==> src/rtl/uart_pkg.sv <==
// uart_pkg: shared constants, state types and baud divisor helper for the UART register loader
package uart_pkg;
   localparam int ADDR_FLAG_BIT = 7;
   localparam int INDEX_W = 6;
   typedef enum logic [1:0] {RX_IDLE, RX_START, RX_DATA, RX_STOP} rx_state_t;
   typedef enum logic {FR_EMPTY, FR_PENDING} fr_state_t;
   function automatic int baud_div(input int clk_hz, input int baud, input int oversample);
      return clk_hz / (baud * oversample);
   endfunction
endpackage

==> src/rtl/uart_rx.sv <==
// uart_rx: oversampling UART byte receiver with synchroniser, majority filter and framing check
module uart_rx import uart_pkg::*; #(
   parameter int CLK_HZ = 12_000_000,
   parameter int BAUD = 9600,
   parameter int OVERSAMPLE = 16
) (
   input  logic       clk,
   input  logic       rst,
   input  logic       rx,
   output logic       rx_valid,
   output logic [7:0] rx_data,
   output logic       frame_err,
   output logic       tick,
   output logic       rx_idle
);
   localparam int DIV = baud_div(CLK_HZ, BAUD, OVERSAMPLE);
   localparam int DW = $clog2(DIV + 1);
   localparam int OW = $clog2(OVERSAMPLE + 1);
   logic [DW-1:0] dcnt;
   logic [1:0] sync;
   logic [2:0] hist;
   logic line;
   rx_state_t st, st_n;
   logic [OW-1:0] tcnt, tcnt_n;
   logic [2:0] bcnt, bcnt_n;
   logic [7:0] shreg, shreg_n;
   logic brk, brk_n, valid_n, ferr_n;
   assign tick = dcnt == DW'(DIV - 1);
   assign line = (hist[0] & hist[1]) | (hist[0] & hist[2]) | (hist[1] & hist[2]);
   assign rx_idle = st == RX_IDLE;
   // oversample tick divider
   always_ff @(posedge clk)
      dcnt <= (rst || tick) ? '0 : dcnt + 1'b1;
   // two-flop synchroniser feeding a three-sample history for the majority vote
   always_ff @(posedge clk) begin
      if (rst) begin
         sync <= 2'b11;
         hist <= 3'b111;
      end else begin
         sync <= {sync[0], rx};
         if (tick) hist <= {hist[1:0], sync[1]};
      end
   end
   // receiver next state: start qualification, mid-bit sampling, stop check and break wait
   always_comb begin
      st_n = st;
      tcnt_n = tcnt;
      bcnt_n = bcnt;
      shreg_n = shreg;
      brk_n = brk;
      valid_n = 1'b0;
      ferr_n = 1'b0;
      if (tick) begin
         case (st)
            RX_IDLE: if (!line) begin
               st_n = RX_START;
               tcnt_n = '0;
            end
            RX_START: if (tcnt == OW'(OVERSAMPLE / 2 - 1)) begin
               st_n = line ? RX_IDLE : RX_DATA;
               tcnt_n = '0;
               bcnt_n = '0;
            end else tcnt_n = tcnt + 1'b1;
            RX_DATA: if (tcnt == OW'(OVERSAMPLE - 1)) begin
               tcnt_n = '0;
               shreg_n = {line, shreg[7:1]};
               bcnt_n = bcnt + 1'b1;
               st_n = bcnt == 3'd7 ? RX_STOP : RX_DATA;
            end else tcnt_n = tcnt + 1'b1;
            RX_STOP: if (brk) begin
               st_n = line ? RX_IDLE : RX_STOP;
               brk_n = !line;
            end else if (tcnt == OW'(OVERSAMPLE - 1)) begin
               tcnt_n = '0;
               valid_n = line;
               ferr_n = !line;
               brk_n = !line;
               st_n = line ? RX_IDLE : RX_STOP;
            end else tcnt_n = tcnt + 1'b1;
         endcase
      end
   end
   // receiver state and output registers; the byte is presented one clock after the stop sample
   always_ff @(posedge clk) begin
      if (rst) begin
         st <= RX_IDLE;
         tcnt <= '0;
         bcnt <= '0;
         shreg <= '0;
         brk <= 1'b0;
         rx_valid <= 1'b0;
         frame_err <= 1'b0;
         rx_data <= '0;
      end else begin
         st <= st_n;
         tcnt <= tcnt_n;
         bcnt <= bcnt_n;
         shreg <= shreg_n;
         brk <= brk_n;
         rx_valid <= valid_n;
         frame_err <= ferr_n;
         if (valid_n) rx_data <= shreg;
      end
   end
endmodule

==> src/rtl/uart_reg_loader.sv <==
// uart_reg_loader: decodes UART data/address byte pairs into channel register write strobes
module uart_reg_loader import uart_pkg::*; #(
   parameter int CLK_HZ = 12_000_000,
   parameter int BAUD = 9600,
   parameter int OVERSAMPLE = 16,
   parameter int NUM_CH = 4,
   parameter int REGS_PER_CH = 4,
   parameter int TIMEOUT_BYTES = 4
) (
   input  logic               clk,
   input  logic               rst,
   input  logic               rx,
   input  logic               err_clr,
   output logic               we,
   output logic [INDEX_W-1:0] waddr,
   output logic [7:0]         wdata,
   output logic [NUM_CH-1:0]  ch_sel,
   output logic               rx_valid,
   output logic [7:0]         rx_data,
   output logic               err_frame,
   output logic               err_orphan,
   output logic               err_range
);
   localparam logic [6:0] NREG = 7'(NUM_CH * REGS_PER_CH);
   localparam int RSH = $clog2(REGS_PER_CH);
   localparam logic [15:0] BT_LAST = 16'(10 * OVERSAMPLE - 1);
   localparam logic [15:0] TOB = 16'(TIMEOUT_BYTES);
   logic frame_err, tick, rx_idle;
   logic [INDEX_W-1:0] idx;
   logic is_addr, in_range, timed_out, do_wr, set_orphan, set_range;
   fr_state_t st, st_n;
   logic [6:0] pend;
   logic [15:0] tk, nb;
   uart_rx #(.CLK_HZ(CLK_HZ), .BAUD(BAUD), .OVERSAMPLE(OVERSAMPLE)) u_rx (
      .clk(clk), .rst(rst), .rx(rx), .rx_valid(rx_valid), .rx_data(rx_data),
      .frame_err(frame_err), .tick(tick), .rx_idle(rx_idle)
   );
   assign idx = rx_data[6:1];
   assign is_addr = rx_data[ADDR_FLAG_BIT];
   assign in_range = {1'b0, idx} < NREG;
   assign timed_out = TIMEOUT_BYTES != 0 && st == FR_PENDING && nb == TOB;
   assign do_wr = rx_valid && is_addr && st == FR_PENDING && in_range;
   assign set_orphan = rx_valid && is_addr && st == FR_EMPTY;
   assign set_range = rx_valid && is_addr && st == FR_PENDING && !in_range;
   // framer next state: a framing error or timeout drops the pending byte
   always_comb begin
      st_n = st;
      if (frame_err) st_n = FR_EMPTY;
      else if (rx_valid) st_n = is_addr ? FR_EMPTY : FR_PENDING;
      else if (timed_out) st_n = FR_EMPTY;
   end
   // framer state register
   always_ff @(posedge clk)
      st <= rst ? FR_EMPTY : st_n;
   // idle byte-time counter, restarted by any start bit or when nothing is pending
   always_ff @(posedge clk) begin
      if (rst || st != FR_PENDING || !rx_idle) begin
         tk <= '0;
         nb <= '0;
      end else if (tick) begin
         tk <= tk == BT_LAST ? '0 : tk + 1'b1;
         if (tk == BT_LAST) nb <= nb + 1'b1;
      end
   end
   // pending data latch, write strobe outputs and sticky error flags (set beats clear)
   always_ff @(posedge clk) begin
      if (rst) begin
         pend <= '0;
         we <= 1'b0;
         waddr <= '0;
         wdata <= '0;
         ch_sel <= '0;
         err_frame <= 1'b0;
         err_orphan <= 1'b0;
         err_range <= 1'b0;
      end else begin
         if (rx_valid && !is_addr) pend <= rx_data[6:0];
         we <= do_wr;
         if (do_wr) waddr <= idx;
         if (do_wr) wdata <= {rx_data[0], pend};
         ch_sel <= do_wr ? NUM_CH'(1) << (idx >> RSH) : '0;
         err_frame <= frame_err | (err_frame & !err_clr);
         err_orphan <= set_orphan | (err_orphan & !err_clr);
         err_range <= set_range | (err_range & !err_clr);
      end
   end
endmodule

==> config.mk <==
export PLATFORM = sky130hd
export DESIGN_NAME = uart_reg_loader
export DESIGN_NICKNAME = d
export VERILOG_FILES = /design/src/rtl/uart_pkg.sv /design/src/rtl/uart_rx.sv /design/src/rtl/uart_reg_loader.sv
export SDC_FILE = /design/constraint.sdc
export NUM_CORES = 1
export LEC_CHECK = 0
export BUFFER_PORTS_ARGS = -buffer_cell sky130_fd_sc_hd__buf_2
export CAP_MARGIN = 10
export CORE_MARGIN = 5
export CORE_UTILIZATION = 40
export CTS_BUF_LIST = sky130_fd_sc_hd__clkbuf_2 sky130_fd_sc_hd__clkbuf_4 sky130_fd_sc_hd__clkbuf_8
export CTS_CLUSTER_SIZE = 28
export DETAILED_ROUTE_END_ITERATION = 12
export GPL_TIMING_DRIVEN = 0
export RECOVER_POWER = 100
export SLEW_MARGIN = 15
export SYNTH_ARGS = -nofsm -noshare
export SYNTH_HDL_FRONTEND = slang
export SYNTH_HIERARCHICAL = 1
export SYNTH_SLANG_ARGS = --single-unit
==> constraint.sdc <==
create_clock -name clk -period 7.35 [get_ports clk]
set_input_delay 1.47 -clock clk [delete_from_list [all_inputs] [get_ports clk]]
set_output_delay 1.47 -clock clk [all_outputs]
set_load 0.03 [all_outputs]
# After elaboration in Yosys (flattened, before gate mapping)
# Cells that the tools add are included.
totals:
  ff_bits: 103
  inputBits: 4
  output_inout_bits: 31
op_classes:
  addsub: 5
  n_lt_le_gt_ge: 1
  eq_ne: 14
  shift: 1
  muxes: 27
  bitwise_logic: 15
  n_reduce_logical: 27
op_table:
  columns: ["operator", "count"]
  rows:
  - ["adder 16 x 1 -> 16 bit (second input constant)", 2]
  - ["two-way mux 5 bit", 4]
  - ["case mux 5 bit (4 select lines)", 1]
  - ["equality test 16 x 3 -> 1 bit (second input constant)", 1]
  - ["equality test 16 x 8 -> 1 bit (second input constant)", 1]
  - ["two-way mux 16 bit", 1]
  - ["two-way mux 2 bit", 7]
  - ["two-way mux 1 bit", 10]
  - ["case mux 2 bit (4 select lines)", 1]
  - ["adder 7 x 1 -> 7 bit (second input constant)", 1]
  - ["equality test 7 bit (second input constant)", 1]
  - ["logical AND 1 bit", 7]
  - ["bitwise AND 1 bit", 6]
  - ["less-than comparator 6 x 5 -> 1 bit (second input constant)", 1]
  - ["two-way mux 3 bit", 2]
  - ["case mux 3 bit (2 select lines)", 1]
  - ["AND reduction 3 bit", 2]
  - ["adder 5 x 1 -> 5 bit (second input constant)", 1]
  - ["equality test 5 x 3 -> 1 bit (second input constant)", 1]
  - ["equality test 5 x 4 -> 1 bit (second input constant)", 1]
  - ["logical NOT 1 bit", 5]
  - ["bitwise OR 1 bit", 5]
  - ["AND reduction 5 bit", 1]
  - ["equality test 2 bit (second input constant)", 2]
  - ["15 further kinds", 25]

# Logic depth before layout (Yosys ltp)
# Gate-level depths: netlist of the first run.
logic_depth:
  ltp_word: 7
  ltp_mapped: 12
  depth_no_buf: 9

# Hierarchy
# The synthesis of the first run kept the hierarchy.
modules_own_cells:
  columns: ["mod", "n_inst", "cells_per_inst", "area_each_um2"]
  rows:
  - ["uart_reg_loader", 1, 294, 2607.5]
  - ["uart_rx", 1, 197, 1915.6]

# Worst setup path before layout of the first run
# Ideal clock, no wire load.
synth_path:
  kind: "in2reg"
  from: "in rst"
  to: "reg tk[10]"
  setup_time_ns: 0.128
  t_arrival_ns: 2.408
  required_time_ns: 7.222
  setup_slack_ns: 4.814
  stages: 5
  path_buffers: 2
  path_cell_list: "clkbuf_1 -> and3b_1 -> nand2_1 -> clkbuf_1 -> nor2_1"
synth_between:
  elab_chain_cells: 2
synth_lines:
  columns: ["item", "line", "source"]
  rows:
  - ["start, declared", "uart_reg_loader.sv:11", "input logic rst,"]
  - ["logical OR 1 bit (2 in series)", "uart_reg_loader.sv:57", "if (rst || st != FR_PENDING || !rx_idle) begin"]
  - ["end signal, assigned", "uart_reg_loader.sv:61", "tk <= tk == BT_LAST ? '0 : tk + 1'b1;"]
  - ["end, declared", "uart_reg_loader.sv:33", "logic [15:0] tk, nb;"]
# No other way between the ends.
# A chain may end at the register's enable or synchronous reset.

# Worst setup path in the final report of the first run
layout_path:
  from: "reg u_rx.dcnt[1]"
  to: "reg nb[1]"
layout_between:
  elab_chain_cells: 2
layout_lines:
  columns: ["item", "line", "source"]
  rows:
  - ["start, declared", "uart_rx.sv:19", "logic [DW-1:0] dcnt;"]
  - ["start signal, assigned", "uart_rx.sv:33", "dcnt <= (rst || tick) ? '0 : dcnt + 1'b1;"]
  - ["equality test 7 bit", "uart_rx.sv:28", "assign tick = dcnt == DW'(DIV - 1);"]
  - ["via tick", "uart_reg_loader.sv:28", "logic frame_err, tick, rx_idle;"]
  - ["AND reduction 2 bit (no source line)", null, null]
  - ["end signal, assigned", "uart_reg_loader.sv:62", "if (tk == BT_LAST) nb <= nb + 1'b1;"]
  - ["end, declared", "uart_reg_loader.sv:33", null]
# The timed path passes the listed nets, and every way through them passes these cells.

==> impl_metrics.yaml, run 1 <==
timing:
  tightest_slew_ns: 0.8281
  relSlewSlack_pct: 44.59
  slew_violations: 0
  fin_crit_ns: 3.509
  fin_tns_setup_ns: 0
  rsz0062_at_grt: "no"
  fmax_mhz: 285.0
  finalClockSkew_ns: 0.007999
  final-hold-violation-count: 0
  fin_crit_sh_pct: 47.74
  setup_viol: 0
power:
  peakVddDrop_v: 0.0001131
  p_per_area_nw_per_um2: 183.1
  finalPower_uw: 911.1
  leakagePower_nw: 1.598
placement:
  place_hpwl_um: 6863
  portBuffers: 34
  gp_congestion: 0.7936
  dpl.cell_count: 665
logic_synthesis:
  yosys-top-cells-count: "dfxtp_1, nor2_1, nand2_1"
  synth_top_area_share_pct: 45.59
  yosysMostFrequentCell: "dfxtp_1"
  synth_area_leader_cell: "dfxtp_1"
  syn_inst: 491
  synth.net_count: 504
  seq_area_frac_synth_pct: 45.59
  ys_warn_count: 6
  synth_cell_types: 58
  ys_async_sr_fraction_pct: 0
  synth_area_sq_um: 4523
  ys_ff_latch: 103
  synth-edff-count: 0
  synth_ff_type: "dfxtp_1"
  synth_area_per_cell_sq_um: 9.212
  synthTopCellsByArea: "dfxtp_1, mux2i_1, nor2_1, nand2_1, a21oi_1"
routing:
  drc: 0
  drt-pass1-iter-count: 4
  vias: 3564
  drt-total-wl_um: 9506
  post_drt_wl_per_cell_um: 13.96
  viasPerCell: 5.233
  antenna_left: 0
  drt_iter0_drc: 233
die:
  placement_rows: 38
  start_util_pct: 41.18
  die_w_um: 116.3
  dieArea_sq_um: 13530
  io_pins: 35
  placeableCoreArea_sq_um: 10980
  fp.dieH_um: 116.3
setup_path:
  path_common_cell: "clkbuf_1"
  critPathSlowestCell: "clkbuf_1"
  cp-startpoint: "u_rx/dcnt[1]$_SDFF_PP0_"
  worstReg2RegStart: "u_rx/dcnt[1]$_SDFF_PP0_"
  worst_setup_path_end_kind: "flip-flop"
  reg2reg_depth: 12
  crit_type: "reg -> reg"
  critPathArrivalTime_ns: 3.75
  critical_path.max_fanout: 13
  critPathLaunchType: "flip-flop"
  worstPathRequired_ns: 7.59
  cp_cell_sequence: "inv_1, ha_1, and4bb_1, nand2_1, clkinv_1, and4_1, clkbuf_1, nand4_1, clkbuf_1, clkbuf_1, mux2i_1, nor2_1"
  crit_path_max_incr_delay_ns: 0.46
clocking:
  clk_path_buf_depth: 2
  clkTransAtPathRegs_ns: 0.10
  cts_tree: "done"
  h-tree-depth: 3
  post_cts_buffers: 0
  cts_resized: 0
  cts_root_buf: "clkbuf_8"
  cts_hold_buf: 0
  clk_latency_ns: 0.37
  cts_inserted_buffers: 9
  clkSinkCount: 103
min_path:
  min_path_type: "reg -> reg"
  whs_path_depth: 1
  min_from: "u_rx/sync[0]$_SDFF_PP1_"
global_route:
  grt_max_degree: 18
  grt_pass1_vias: 3427
  track_usage_pct: 14.75
  grt_pass1_wl_um: 16170
  antenna_found_initial: 0
  gr-total-overflow: 0
cells_and_area:
  diodes: 0
  final_nets: 549
  finalNonFillerCells: 681
  syn_to_final_growth_pct: 10.04
  drive_gt1_share_pct: 7.394
outcome:
  outcome: "completed"
flow_run:
  drv_cap: 0
[worst max-delay path: cells and delay by family, from the launching register on]
family	cells	cell delay [ns]
flip-flops	1	0.36
AND/OR/NAND/NOR	5	1.08
multiplexers	1	0.26
adder cells (fa/ha/maj)	1	0.20
buffers and inverters	5	1.47
[layer usage]
metal,wire length (um),vias up,track usage [%]
met4,78,0,3.403
met3,276,8,4.767
met1,4488,1695,18.89
li1,-,1830,-
met5,0,-,0
met2,4662,31,24.29
[cells in the final DEF (no fill, tap or decap), types with 9 or more instances in the layout]
master	Yosys	final
nor2_1	55	55
dfxtp_1	103	103
o21ai_0	12	12
clkbuf_1	14	50
or2b_2	9	9
nand3_1	17	17
nand2_1	50	51
nand4_1	14	15
mux2i_1	30	30
xnor2_1	10	10
clkbuf_8	0	10
inv_1	9	9
a21oi_1	36	36
ha_1	9	9
[where the power goes]
group,leakage [nW],internal [mW],switching [mW]
Combinational,0.670,0.00401,0.00878
Sequential,0.830,0.559,0.00120
Clock,0.0981,0.140,0.197
[cells by family after synthesis]
family,share of synthesized area [%]
buffers and inverters,3.126
DFF,45.59
xor gates and xnor gates,3.485
and+or+nand+nor,29.49
AOI/OAI and AO/OA,8.963
adders and majority gates,2.711
muxes,6.639
[registers in the layout, summed over array words and instances (netlist names), 2 cells and up, named ones only]
| register | count |
|---|---|
| ch_sel | 4 |
| nb | 16 |
| pend | 7 |
| tk | 16 |
| u_rx/bcnt | 3 |
| u_rx/dcnt | 7 |
| u_rx/hist | 3 |
| u_rx/rx_data | 8 |
| u_rx/shreg | 8 |
| u_rx/sync | 2 |
| u_rx/tcnt | 5 |
| waddr | 6 |
| wdata | 8 |
[final cells by class]
type,instances,area (sq um)
well taps,140,175.2
plain buffers,21,85.08
fillers,1123,6006
flip-flops and latches,103,2062
clock inverters,5,40.04
inverters,10,37.54
clock buffers,11,145.1
multi-input cells,357,2302
repair buffers,34,130.1
[metrics by stage]
step | cell area (sq um) | hold slack, ns | setup WS, ns | utilization [%]
after floorplan | 4523 | 0.3895 | 4.814 | -
after global placement | 4868 | 0.3988 | 4.268 | 44.33
after detailed placement | 4868 | 0.4051 | 4.204 | 44.33
after CTS | 5054 | 0.4320 | 4.231 | 46.01
after global routing | 4977 | 0.4555 | 3.491 | 45.32
final | 4977 | 0.4188 | 3.841 | 45.32
[worst paths after layout]
| kind | end | slack, ns |
|---|---|---|
| max | nb[1]$_SDFFE_PP0P_ | 3.84 |
| max reg2reg | nb[1]$_SDFFE_PP0P_ | 3.84 |
| min | u_rx/sync[1]$_SDFF_PP1_ | 0.42 |
| min reg2reg | u_rx/sync[1]$_SDFF_PP1_ | 0.42 |
Note: power is estimated with default switching activity, not from simulation.
==> run 2, diff against run 1 <==
==> constraint.sdc (replaced) <==
create_clock -name clk -period 3.1 [get_ports clk]
set_input_delay 0.62 -clock clk [delete_from_list [all_inputs] [get_ports clk]]
set_output_delay 0.62 -clock clk [all_outputs]
set_load 0.03 [all_outputs]
==> run 2 against run 1 <==
Compared with the run above:
- via count down 0.20%
- worst setup slack worse by 3.5 ns
- flip-flop and latch count unchanged
- worst hold slack better by 0.0058 ns
- clock-buffer cell count unchanged
- non-clock buffer count unchanged
- sequential share of layout area about the same
- die area unchanged
- sequential power up 140%
- final cell count unchanged
- maximum frequency up 26%
- final area about the same
- critical path type unchanged
==> impl_metrics.yaml, run 2 (same netlist as run 1, synthesis figures left out) <==
power:
  power_frac_comb_pct: 1.4
  p_sw_uw: 491.8
  clkPwrFrac_pct: 37.1
  leakagePower_nw: 1.604
  p_int_mw: 1.668
  swShare_pct: 22.77
  seqPwrFrac_pct: 61.5
  peakVddDrop_v: 0.0002695
  p_per_area_nw_per_um2: 433.7
timing:
  slew_violations: 0
  rsz0062_at_grt: "no"
  relSlewSlack_pct: 44.59
  fin_crit_ns: 2.794
  tightest_slew_ns: 0.8281
  setup_ws_ns: 0.3055
  setup_viol: 0
  fmax_mhz: 357.9
  finalClockSkew_ns: 0.006176
  final-hold-violation-count: 0
  fin_tns_setup_ns: 0
  fin_crit_sh_pct: 90.14
global_route:
  track_usage_pct: 14.75
  antenna_found_initial: 0
  grt_max_degree: 18
  grt_pass1_wl_um: 16170
  gr-total-overflow: 0
  grt_pass1_vias: 3427
placement:
  gp_congestion: 0.7936
  post-place-ws_ns: 0.02212
  place_hpwl_um: 6863
  portBuffers: 34
  place_area_sq_um: 4868
cells_and_area:
  diodes: 0
  final_common_cell: "dfxtp_1"
  final_nets: 549
  final_cell_mix: "dfxtp_1, nor2_1, nand2_1, clkbuf_1, a21oi_1"
  design_area_sq_um: 4981
  drive_gt1_share_pct: 7.948
  reg_top3: "nb x16, tk x16"
  syn_to_final_growth_pct: 10.12
min_path:
  min_path_type: "reg -> reg"
setup_path:
  worstPathRequired_ns: 3.34
  critPathArrivalTime_ns: 3.04
  critPathSlowestCell: "clkbuf_1"
  worst-path-buf-inv: 5
  cp_top_family: "buffers and inverters"
  worst_setup_path_end_kind: "flip-flop"
  critical_path.max_fanout: 13
  cp_cell_sequence: "inv_1, ha_1, and4bb_2, nand2_2, clkinv_2, and4_1, buf_4, nand4_4, buf_6, clkbuf_1, mux2i_1, nor2_1"
  critPathLaunchType: "flip-flop"
  crit_type: "reg -> reg"
  crit_path_max_incr_delay_ns: 0.41
clocking:
  cts_tree: "done"
  clkSinkCount: 103
  clk_latency_ns: 0.37
  cts_root_buf: "clkbuf_8"
  cts_inserted_buffers: 9
  h-tree-depth: 3
  clkTransAtPathRegs_ns: 0.10
  clk_path_buf_depth: 2
  cts_hold_buf: 0
routing:
  vias: 3557
  viasPerCell: 5.223
  drc: 0
  drt-pass1-iter-count: 4
  wl_met2_um: 4631
  antenna_left: 0
  wl_met3_um: 335
  drt_iter0_drc: 240
  highest_layer: "met4"
  met1_length_um: 4458
  post_drt_wl_per_cell_um: 13.97
  drt-total-wl_um: 9511
flow_run:
  drv_cap: 0
die:
  start_util_pct: 41.18
  io_pins: 35
  die_w_um: 116.3
  fp.dieH_um: 116.3
  dieArea_sq_um: 13530
  placeableCoreArea_sq_um: 10980
  placement_rows: 38
outcome:
  outcome: "completed"
[run 2: changes by cell type in the layout (fill, tap and decap cells not counted), sizes merged]
cell / change
buf: +1
clkbuf: -1
[run 2: stage by stage]
step                utilization, %  cells  power, mW  hold WS, ns
floorplan                        -    491      1.381       0.3895
global placement             44.33    665      1.391       0.3988
detailed placement           44.33    665      1.392       0.4051
CTS                          46.02    681      2.194       0.4204
global route                 45.35    681      2.263       0.4205
finish                       45.35    681      2.160       0.4246
[run 2: final cells by class]
type / instances / area [sq um]
fill: 1124 / 6002
multi-input combinational: 357 / 2293
sequential: 103 / 2062
tap: 140 / 175.2
clock buffer: 11 / 145.1
timing repair buffer: 34 / 130.1
buffer: 21 / 96.34
clock inverter: 5 / 40.04
inverter: 10 / 38.79
[run 2: final timing paths]
| kind | startpoint | endpoint | slack, ns | cells past startpoint |
|---|---|---|---|---|
| setup / recovery | u_rx/dcnt[1]$_SDFF_PP0_ | nb[1]$_SDFFE_PP0P_ | 0.31 | 12 |
| hold / removal | u_rx/sync[0]$_SDFF_PP1_ | u_rx/sync[1]$_SDFF_PP1_ | 0.42 | 1 |
| setup reg to reg | u_rx/dcnt[1]$_SDFF_PP0_ | nb[1]$_SDFFE_PP0P_ | 0.31 | 12 |
| hold reg to reg | u_rx/sync[0]$_SDFF_PP1_ | u_rx/sync[1]$_SDFF_PP1_ | 0.42 | 1 |
[run 2: power groups by stage]
| stage | sequential [mW] | clock [mW] | combinational, mW |
|---|---|---|---|
| finish | 1.33 | 0.801 | 0.0303 |
| global route | 1.33 | 0.897 | 0.0344 |
| CTS | 1.33 | 0.832 | 0.0322 |
| detailed placement | 1.36 | 0 | 0.0321 |
| global placement | 1.36 | 0 | 0.0312 |
| floorplan | 1.36 | 0 | 0.0213 |
[run 2: repair_timing]
| action | in CTS | in global routing |
|---|---|---|
| resized for setup | 1 | 2 |
| endpoints found under the setup margin | 10 | 10 |
| buffers inserted | 0 | 0 |
| pin swaps | 0 | 0 |
[run 2: layer usage]
layer | vias to the layer above | GRT usage (%)
li1 | 1825 | -
met1 | 1676 | 18.89
met2 | 47 | 24.29
met3 | 9 | 4.767
met4 | 0 | 3.403
met5 | - | 0
==> run 3, diff against run 2 <==
--- a/config.mk
+++ b/config.mk
@@ -5,6 +5,7 @@
 export SDC_FILE = /design/constraint.sdc
 export NUM_CORES = 1
 export LEC_CHECK = 0
+export ABC_AREA = 1
 export BUFFER_PORTS_ARGS = -buffer_cell sky130_fd_sc_hd__buf_2
 export CAP_MARGIN = 10
 export CORE_MARGIN = 5
@@ -13,6 +14,7 @@
 export CTS_CLUSTER_SIZE = 28
 export DETAILED_ROUTE_END_ITERATION = 12
 export GPL_TIMING_DRIVEN = 0
+export PLACE_DENSITY = 0.64
 export RECOVER_POWER = 100
 export SLEW_MARGIN = 15
 export SYNTH_ARGS = -nofsm -noshare
==> run 3 against run 2 <==
Compared with the run above:
- clock skew is 0.0024 ns higher
- synthesized cell count grew 34%
- final area is 2.8% higher
- register-to-register slack better by 0.39 ns
- first-iteration DRC count is 20% higher
- highest routed layer unchanged
==> impl_metrics.yaml, run 3 <==
clocking:
  cts_resized: 0
  clkSinkCount: 103
  cts_hold_buf: 0
  cts_root_buf: "clkbuf_8"
  clk_latency_ns: 0.37
  cts_tree: "done"
  clk_path_buf_depth: 2
  cts_inserted_buffers: 9
  h-tree-depth: 3
  clkTransAtPathRegs_ns: 0.10
  post_cts_buffers: 0
global_route:
  track_usage_pct: 14.83
  grt_max_degree: 21
  gr-total-overflow: 0
  grt_pass1_wl_um: 17730
  antenna_found_initial: 0
  grt_pass1_vias: 3958
placement:
  place_hpwl_um: 7515
  portBuffers: 34
  place_area_sq_um: 5022
  gp_congestion: 0.8567
cells_and_area:
  drive_gt1_share_pct: 6.197
  final_cell_mix: "nand2_1, nor2_1, dfxtp_1, inv_1, a21oi_1"
  design_area_sq_um: 5119
  fin_util_pct: 44.83
  final_common_cell: "nand2_1"
  syn_to_final_growth_pct: 9.531
  final_nets: 718
  diodes: 0
  reg_top3: "nb x16, tk x16"
  num-fill-cells: 1198
timing:
  finalClockSkew_ns: 0.008539
  fin_tns_setup_ns: 0
  rsz0062_at_grt: "no"
  tightest_slew_ns: 0.7568
  fin_crit_ns: 2.409
  setup_viol: 0
  slew_violations: 0
  final-hold-violation-count: 0
  relSlewSlack_pct: 49.16
  fmax_mhz: 415.1
  fin_crit_sh_pct: 77.71
logic_synthesis:
  synthTopCellsByArea: "dfxtp_1, nand2_1, nor2_1, inv_1, a21oi_1"
  ys_warn_count: 6
  ys_async_sr_fraction_pct: 0
  syn_inst: 660
  synth_area_per_cell_sq_um: 7.081
  synth_top_area_share_pct: 44.12
  seq_area_frac_synth_pct: 44.12
  synth_ff_type: "dfxtp_1"
  synth_area_leader_cell: "dfxtp_1"
  synth-edff-count: 0
  ys_ff_latch: 103
  synth_area_sq_um: 4673
  synth_cell_types: 30
  synth.net_count: 673
  yosys-top-cells-count: "nand2_1, nor2_1, dfxtp_1"
  yosysMostFrequentCell: "nand2_1"
routing:
  drt_iter0_drc: 288
  wl_met2_um: 4726
  drc: 0
  post_drt_wl_per_cell_um: 11.67
  drt-pass1-iter-count: 6
  antenna_left: 0
  viasPerCell: 4.802
  met1_length_um: 4821
  wl_met3_um: 293
  drt-total-wl_um: 9955
  vias: 4096
  highest_layer: "met4"
die:
  dieArea_sq_um: 13950
  die_w_um: 118.1
  start_util_pct: 40.93
  placeableCoreArea_sq_um: 11420
  io_pins: 35
  fp.dieH_um: 118.1
  placement_rows: 39
setup_path:
  critPathArrivalTime_ns: 2.68
  worstReg2RegStart: "u_rx/dcnt[0]$_SDFF_PP0_"
  r2r-end: "tk[14]$_SDFFE_PP0P_"
  cp-startpoint: "u_rx/dcnt[0]$_SDFF_PP0_"
  r2r_setup_slack_ns: 0.69
  worstPathRequired_ns: 3.37
  reg2reg_depth: 11
  crit_type: "reg -> reg"
  critPathLaunchType: "flip-flop"
  worst_setup_path_end_kind: "flip-flop"
  critical_path.max_fanout: 9
min_path:
  min_from: "u_rx/sync[0]$_SDFF_PP1_"
  min_path_type: "reg -> reg"
  worstHoldEndpoint: "u_rx/sync[1]$_SDFF_PP1_"
  whs_path_depth: 1
power:
  leakagePower_nw: 1.994
  p_per_area_nw_per_um2: 427.4
  peakVddDrop_v: 0.0003872
outcome:
  outcome: "completed"
flow_run:
  drv_cap: 0
## run 3: cell types whose count changed in the layout (fill, tap and decap cells not counted), moves of 7 or more
cell / before / now
nand2_1: 50 / 147
nor2_1: 56 / 131
inv_1: 9 / 75
mux2i_1: 30 / 0
o21ai_0: 12 / 38
nand3_1: 17 / 33
xnor2_1: 10 / 0
or2b_2: 9 / 0
or4_1: 9 / 0
clkbuf_1: 48 / 40
nand2b_1: 8 / 0
or3_1: 8 / 0
o31ai_1: 7 / 0
## run 3: where the power goes
group | leakage [nW] | switching (mW) | total (mW) | internal [mW]
Clock | 0.102 | 0.507 | 0.825 | 0.319
Sequential | 0.830 | 0.00325 | 1.33 | 1.33
Combinational | 1.06 | 0.0221 | 0.0321 | 0.00994
Total | 1.99 | 0.532 | 2.19 | 1.66
## run 3: worst max-delay path by stage
stage,end,slack [ns],depth (start not counted)
after detailed placement,tk[14]$_SDFFE_PP0P_,0.98,11
after global placement,tk[14]$_SDFFE_PP0P_,1.05,11
after floorplan,nb[4]$_SDFFE_PP0P_,1.30,14
final,tk[14]$_SDFFE_PP0P_,0.69,11
after CTS,tk[14]$_SDFFE_PP0P_,0.94,11
after global routing,tk[14]$_SDFFE_PP0P_,0.37,12
## run 3: critical path: stages, from the launching register on
cell and delay, ns:
dfxtp_1 0.39, ha_1 0.16, nand2_1 0.05, nor2_1 0.13, nand2_1 0.27, clkinv_4 0.16, buf_6 0.13, nand3_1 0.13
nor3_1 0.42, nand3_1 0.23, o21ai_1 0.17, nor2_1 0.06
## run 3: area by class of cell
cell class / count / area [sq um] / share of cell area [%]
Timing Repair Buffer: 34 / 130.1 / 2.542
Clock buffer: 9 / 123.9 / 2.420
Sequential cell: 103 / 2062 / 40.28
Inverter: 78 / 297.8 / 5.818
Tap cell: 143 / 178.9 / 3.495
Multi-Input combinational cell: 466 / 2180 / 42.58
Buffer: 13 / 73.82 / 1.442
Clock inverter: 7 / 72.57 / 1.418
## run 3: per-layer routing
layer | up-vias | track usage, %
met5 | - | 0
met4 | 0 | 4.373
met3 | 11 | 3.652
met2 | 54 | 24.58
met1 | 1848 | 19.03
li1 | 2183 | -
## run 3: cells by family after synthesis
family / share of synthesized area, %
AO/OA/AOI/OAI: 9.156
flip-flops: 44.12
XOR/XNOR: 1.499
adder cells (fa/ha/maj): 2.410
buffers and inverters: 8.032
AND/OR/NAND/NOR: 34.78
## run 3: through the flow
step	std cells	power (mW)	setup slack, ns	hold slack, ns
2_1_floorplan	660	1.381	1.299	0.3895
3_3_place_gp	837	1.392	1.045	0.3959
3_5_place_dp	837	1.393	0.9753	0.3952
4_1_cts	853	2.224	0.9436	0.4102
5_1_grt	853	2.291	0.3712	0.4031
6_report	853	2.188	0.6910	0.4175
